==> config.mk <==
export PLATFORM = sky130hd
export DESIGN_NAME = scnn_psum_acc_controller
export DESIGN_NICKNAME = d
export VERILOG_FILES = /design/src/rtl/scnn_pkg.sv /design/src/rtl/scnn_wrap_counter.sv /design/src/rtl/scnn_psum_acc_controller.sv
export SDC_FILE = /design/constraint.sdc
export NUM_CORES = 1
export LEC_CHECK = 0
export CELL_PAD_IN_SITES_DETAIL_PLACEMENT = 1
export CELL_PAD_IN_SITES_GLOBAL_PLACEMENT = 2
export CORE_ASPECT_RATIO = 0.5
export CORE_MARGIN = 2
export CORE_UTILIZATION = 24
export CTS_BUF_LIST = sky130_fd_sc_hd__clkbuf_4 sky130_fd_sc_hd__clkbuf_8
export CTS_CLUSTER_SIZE = 8
export DETAILED_ROUTE_END_ITERATION = 8
export GPL_TIMING_DRIVEN = 0
export HOLD_SLACK_MARGIN = 0.15
export PLACE_DENSITY = 0.75
export SETUP_SLACK_MARGIN = 0.15
export SYNTH_ARGS = -nofsm -noshare
export SYNTH_HDL_FRONTEND = slang
export SYNTH_SLANG_ARGS = --single-unit
==> constraint.sdc <==
create_clock -name clock -period 2.26 [get_ports clock]
set_input_delay 0.339 -clock clock [delete_from_list [all_inputs] [get_ports clock]]
set_output_delay 0.339 -clock clock [all_outputs]
set_load 0.005 [all_outputs]
==> src/rtl/scnn_pkg.sv <==
// Shared definitions for the SCNN psum accumulation path.
// Holds the controller FSM encoding and the default datapath widths.
package scnn_pkg;

    localparam int SCNN_DATA_W = 16;
    localparam int SCNN_ADDR_W = 6;
    localparam int SCNN_ACC_W  = 8;

    typedef enum logic [2:0] {
        ST_IDLE       = 3'd0,
        ST_ACCUM      = 3'd1,
        ST_DRAIN_RD   = 3'd2,
        ST_DRAIN_WAIT = 3'd3,
        ST_DONE       = 3'd4
    } psum_state_t;

endpackage

==> src/rtl/scnn_wrap_counter.sv <==
// Up-counter with a programmable terminal value.
// Wraps to zero after 'last'; 'wrap' flags the increment that causes the wrap.
module scnn_wrap_counter #(
    parameter int W = 6
) (
    input  logic         clock,
    input  logic         reset,
    input  logic         clear,
    input  logic         inc,
    input  logic [W-1:0] last,
    output logic [W-1:0] count,
    output logic         wrap
);

    assign wrap = inc && (count == last);

    // Counter register: clear has priority over increment.
    always_ff @(posedge clock) begin
        if (reset) begin
            count <= {W{1'b0}};
        end else if (clear) begin
            count <= {W{1'b0}};
        end else if (inc) begin
            count <= wrap ? {W{1'b0}} : count + {{(W-1){1'b0}}, 1'b1};
        end
    end

endmodule

==> src/rtl/scnn_psum_acc_controller.sv <==
// Per-layer psum accumulation sequencer: streams PE psums into the GLB bank
// pass by pass, then drains the bank to the ofmap path and signals completion.
module scnn_psum_acc_controller
    import scnn_pkg::*;
#(
    parameter int DATA_W = SCNN_DATA_W,
    parameter int ADDR_W = SCNN_ADDR_W,
    parameter int ACC_W  = SCNN_ACC_W
) (
    input  logic              clock,
    input  logic              reset,
    input  logic              layer_start,
    input  logic [ADDR_W-1:0] psum_depth,
    input  logic [ACC_W-1:0]  psum_acc_times_bound,
    input  logic              pe_psum_valid,
    input  logic [DATA_W-1:0] pe_psum_data,
    output logic              pe_psum_ready,
    output logic              glb_psum_wr_en,
    output logic [ADDR_W-1:0] glb_psum_wr_addr,
    output logic [DATA_W-1:0] glb_psum_wr_data,
    output logic              glb_psum_acc,
    output logic              glb_psum_rd_en,
    output logic [ADDR_W-1:0] glb_psum_rd_addr,
    input  logic [DATA_W-1:0] glb_psum_rd_data,
    output logic              ofmap_valid,
    output logic [DATA_W-1:0] ofmap_data,
    input  logic              ofmap_ready,
    output logic              busy,
    output logic              psum_acc_done
);

    psum_state_t       state;
    psum_state_t       state_next;
    logic [ADDR_W-1:0] depth_q;
    logic [ACC_W-1:0]  bound_q;
    logic [ADDR_W-1:0] addr_cnt;
    logic [ACC_W-1:0]  pass_cnt;
    logic [ADDR_W-1:0] addr_last;
    logic [ACC_W-1:0]  pass_last;
    logic              addr_wrap;
    logic              pass_wrap;
    logic              accept;
    logic              drain_take;
    logic              start;
    logic              cnt_clear;

    assign accept     = pe_psum_valid && pe_psum_ready;
    assign drain_take = (state == ST_DRAIN_WAIT) && ofmap_valid && ofmap_ready;
    assign start      = (state == ST_IDLE) && layer_start;
    assign cnt_clear  = start || (state == ST_DONE);
    assign addr_last  = depth_q - {{(ADDR_W-1){1'b0}}, 1'b1};
    assign pass_last  = bound_q - {{(ACC_W-1){1'b0}}, 1'b1};

    // The address counter serves both the write passes and the drain sweep.
    scnn_wrap_counter #(.W(ADDR_W)) u_addr_cnt (
        .clock (clock),
        .reset (reset),
        .clear (cnt_clear),
        .inc   (accept || drain_take),
        .last  (addr_last),
        .count (addr_cnt),
        .wrap  (addr_wrap)
    );

    scnn_wrap_counter #(.W(ACC_W)) u_pass_cnt (
        .clock (clock),
        .reset (reset),
        .clear (cnt_clear),
        .inc   (accept && addr_wrap),
        .last  (pass_last),
        .count (pass_cnt),
        .wrap  (pass_wrap)
    );

    // State register.
    always_ff @(posedge clock) begin
        if (reset) begin
            state <= ST_IDLE;
        end else begin
            state <= state_next;
        end
    end

    // Next-state logic; layer_start outside IDLE is ignored.
    always_comb begin
        state_next = state;
        case (state)
            ST_IDLE: begin
                if (layer_start) state_next = ST_ACCUM;
                else             state_next = ST_IDLE;
            end
            ST_ACCUM: begin
                if (accept && addr_wrap && pass_wrap) state_next = ST_DRAIN_RD;
                else                                  state_next = ST_ACCUM;
            end
            ST_DRAIN_RD: state_next = ST_DRAIN_WAIT;
            ST_DRAIN_WAIT: begin
                if (drain_take) state_next = addr_wrap ? ST_DONE : ST_DRAIN_RD;
                else            state_next = ST_DRAIN_WAIT;
            end
            ST_DONE: state_next = ST_IDLE;
            default: state_next = ST_IDLE;
        endcase
    end

    // State-decoded outputs.
    always_comb begin
        pe_psum_ready    = 1'b0;
        glb_psum_rd_en   = 1'b0;
        glb_psum_rd_addr = {ADDR_W{1'b0}};
        busy             = 1'b1;
        psum_acc_done    = 1'b0;
        case (state)
            ST_IDLE:       busy = 1'b0;
            ST_ACCUM:      pe_psum_ready = 1'b1;
            ST_DRAIN_RD: begin
                glb_psum_rd_en   = 1'b1;
                glb_psum_rd_addr = addr_cnt;
            end
            ST_DRAIN_WAIT: busy = 1'b1;
            ST_DONE:       psum_acc_done = 1'b1;
            default:       busy = 1'b0;
        endcase
    end

    // Zero bounds are promoted to one so a degenerate layer still completes.
    always_ff @(posedge clock) begin
        if (reset) begin
            depth_q <= {ADDR_W{1'b0}};
            bound_q <= {ACC_W{1'b0}};
        end else if (start) begin
            depth_q <= (psum_depth == {ADDR_W{1'b0}}) ? {{(ADDR_W-1){1'b0}}, 1'b1} : psum_depth;
            bound_q <= (psum_acc_times_bound == {ACC_W{1'b0}}) ?
                       {{(ACC_W-1){1'b0}}, 1'b1} : psum_acc_times_bound;
        end
    end

    // GLB write port: one registered write per accepted word, fields held otherwise.
    always_ff @(posedge clock) begin
        if (reset) begin
            glb_psum_wr_en   <= 1'b0;
            glb_psum_wr_addr <= {ADDR_W{1'b0}};
            glb_psum_wr_data <= {DATA_W{1'b0}};
            glb_psum_acc     <= 1'b0;
        end else begin
            glb_psum_wr_en <= accept;
            if (accept) begin
                glb_psum_wr_addr <= addr_cnt;
                glb_psum_wr_data <= pe_psum_data;
                glb_psum_acc     <= (pass_cnt != {ACC_W{1'b0}});
            end
        end
    end

    // Drain output: capture GLB read data once per word and hold it until accepted.
    always_ff @(posedge clock) begin
        if (reset) begin
            ofmap_valid <= 1'b0;
            ofmap_data  <= {DATA_W{1'b0}};
        end else if (drain_take) begin
            ofmap_valid <= 1'b0;
        end else if ((state == ST_DRAIN_WAIT) && !ofmap_valid) begin
            ofmap_valid <= 1'b1;
            ofmap_data  <= glb_psum_rd_data;
        end
    end

endmodule

==> run metrics <==
Worst Max-Slew Pin Slew 652 ps; worst min-delay path class flip-flop to flip-flop; relative max-transition margin 56.5%; violated checks negative setup slack; R2R setup slack -240 ps; startpoint class of the critical path flip-flop; Avg Cell Area, Syn 7.86 um^2; Slew Limit Fails 0; Post-Route Utilization 38.0%; clock sinks 72; most frequent cells in the layout nand2_1 (114), clkdlybuf4s50_1 (95), dfxtp_1 (67), a21oi_1 (54); IO Port Bufs 101; Total GRT Usage 14.5%; cells along the critical path or4_4, or3_4, a2111oi_4, nand3_2, buf_6, buf_6, or3_1, a21oi_1; Pleak 1.65 nW; main combinational cell family by area after synthesis simple AND/OR/NAND/NOR gates; Hold Vio Cnt, Final 0; clock tree buffer depth 2; RD Place Congestion 0.762; Initial Utilization 24.9%; post-synthesis sequential area ratio 45.2%; Critical Path RT 2540 ps; Power Density 576 nW/um^2; # setup viols final 15; WS Path Type flip-flop to flip-flop; worst setup path end u_pass_cnt.count[7]; cts hold-fix bufs 0; Ports 102; die span in y 85.5 um; Routed Antenna Nets 0; Max Cap Viol 0; Core ar. 12800 um^2; final setup margin -242 ps; Final Critical Period 2500 ps; Slowest-stage cell, CP or4_4; fin cells 702; Worst-path clk slew 80 ps; synthesized instance count 406; Post-synth ARST share 0%; # rows 29; CTS tree done; share of cells above drive strength 1 10.9%; CP Launch Point depth_q[1]; DR WL/cell 14.1 um; DR vias 3153; setup tns final -2350 ps; Total Nets Final 584; first-pass GRT wire length 16600 um; total global routing overflow 0; compound-gate portion of the synthesized area 14.5%; Clock Skews 7.80 ps; Die Wd 167 um; Reg2Reg Depth 8; post-synth cell types 37; CP Max Fanout 8; mux cell area share after synthesis 0.627%; DR vias/cell 4.49; critical path endpoint category flip-flop; antenna violations before repair 0; critical path arrival 2780 ps; status finished with violations; area growth from synthesis to layout 52.3%; DRT iter0 DRCs 107; Achievable Freq 0.400 GHz; largest net degree at the start of global routing 12; commonest non-fill, non-tap cell in the layout nand2_1; total CTS buffers 9; Synth Area in Simple Gates 27.4%; DP HPWL 7410 um; # DRC 0; Tcrit/Tclk final 111%; warnings from Yosys 0; Post-Route WL 9870 um; synthesized-area fraction occupied by adder cells 1.96%; launch point of the worst reg-to-reg path depth_q[1]; Syn Nets 462; top_reg_cell synth dfxtp_1; cell mode on critical path buf_6; DR pass1 iterations 4; htree depth 3; RR Endpoint u_pass_cnt.count[7]; Synth Register Bits 72; maximum VDD drop 0.232 mV; CTS Root Cell clkbuf_8; Largest stage delay, worst path 530 ps; xor/xnor share of the synthesized area 6.86%; number of diodes 0; full die area 14300 um^2; Placed Cells 677; Power Total 0.00280 W; Post-synth EDFFs 0; Mapped Area 3190 um^2; vias in the first global route 3293; worst skew pair latency 350 ps; RSZ-0062 raised after global routing true
==> kinds of logic (layout without fill, tap and decap cells) <==
logic type	count (synthesis)	after routing
AOI/OAI and AO/OA	80	80
adders and majority gates	5	5
and+or+nand+nor	194	194
buffers and inverters	28	154
xor gates and xnor gates	25	25
DFF	72	72
muxes	2	2
==> state kept, by name, indices dropped and copies added, names as in the netlist <==
register / cells
ofmap_valid: 1
u_pass_cnt.count: 8
glb_psum_wr_data: 16
u_addr_cnt.count: 6
depth_q: 6
state: 3
bound_q: 8
glb_psum_wr_addr: 6
glb_psum_acc: 1
glb_psum_wr_en: 1
ofmap_data: 16
==> where the power goes <==
part	switching [W]	internal, W
Clock	0.000481	0.000541
Sequential	0.0000351	0.00131
Combinational	0.000207	0.000228
Total	0.000723	0.00208
==> cell type report <==
class | instances | area, um^2
repair buffers | 111 | 1110
clock buffers | 11 | 145
plain buffers | 20 | 108
well taps | 170 | 213
inverters | 8 | 30.0
fillers | 1529 | 7950
multi-input cells | 306 | 1770
flip-flops and latches | 72 | 1450
clock inverters | 4 | 45.0
==> timing repair <==
item | CTS | global route
gates cloned | 0 | 0
endpoints found under the setup margin | 34 | 41
buffers inserted | 9 | 1
pin swaps | 21 | 10
gates resized for setup | 34 | 18
==> metrics by stage <==
stage	setup WS (ps)	area, um^2	hold slack [ps]
finish	-242	4860	456
global route	-359	4860	474
CTS	-311	4790	460
detailed placement	-601	4420	449
global placement	-573	4420	442
floorplan	-158	3200	450
==> synthesized netlist by cell type, drive strengths merged (2+ instances only) <==
master,instances,area (um^2)
a2111oi,2,36.3
a211oi,3,22.5
a21oi,58,290
a311oi,2,17.5
a31oi,2,12.5
and2,9,56.3
buf,2,15.0
clkbuf,18,67.6
dfxtp,72,1440
ha,5,62.6
inv,8,30.0
mux2i,2,20.0
nand2,115,432
nand2b,3,18.8
nand3,8,45.0
nand3b,2,15.0
nand4,5,31.3
nor2,22,82.6
nor2b,5,31.3
nor3,8,40.0
nor4b,3,26.3
o21ai,9,45.0
or3,8,50.1
or4,3,22.5
xnor2,20,175
xor2,5,43.8
==> critical path: cells and delay by family (launching register included) <==
family                 cells  cell delay, ps
AO/OA/AOI/OAI              2             480
buffers and inverters      2             280
flip-flops                 1             340
AND/OR/NAND/NOR            4            1330
==> worst min path at each step <==
stage,start,to,slack (ps),cells past startpoint
final,glb_psum_wr_addr[3],glb_psum_wr_addr[3],460,2
after global routing,ofmap_data[1],ofmap_data[1],470,2
after CTS,glb_psum_wr_addr[5],glb_psum_wr_addr[5],460,2
after detailed placement,ofmap_data[6],ofmap_data[6],450,2
after global placement,glb_psum_wr_data[5],glb_psum_wr_data[5],440,2
after floorplan,bound_q[7],bound_q[7],450,2
==> routing by layer <==
layer	global-route usage, %	routed length [um]
met5	0	0
met4	3.06	70
met3	3.78	370
met2	25.4	4740
met1	18.2	4690
Power figures use the tool's default switching activity.
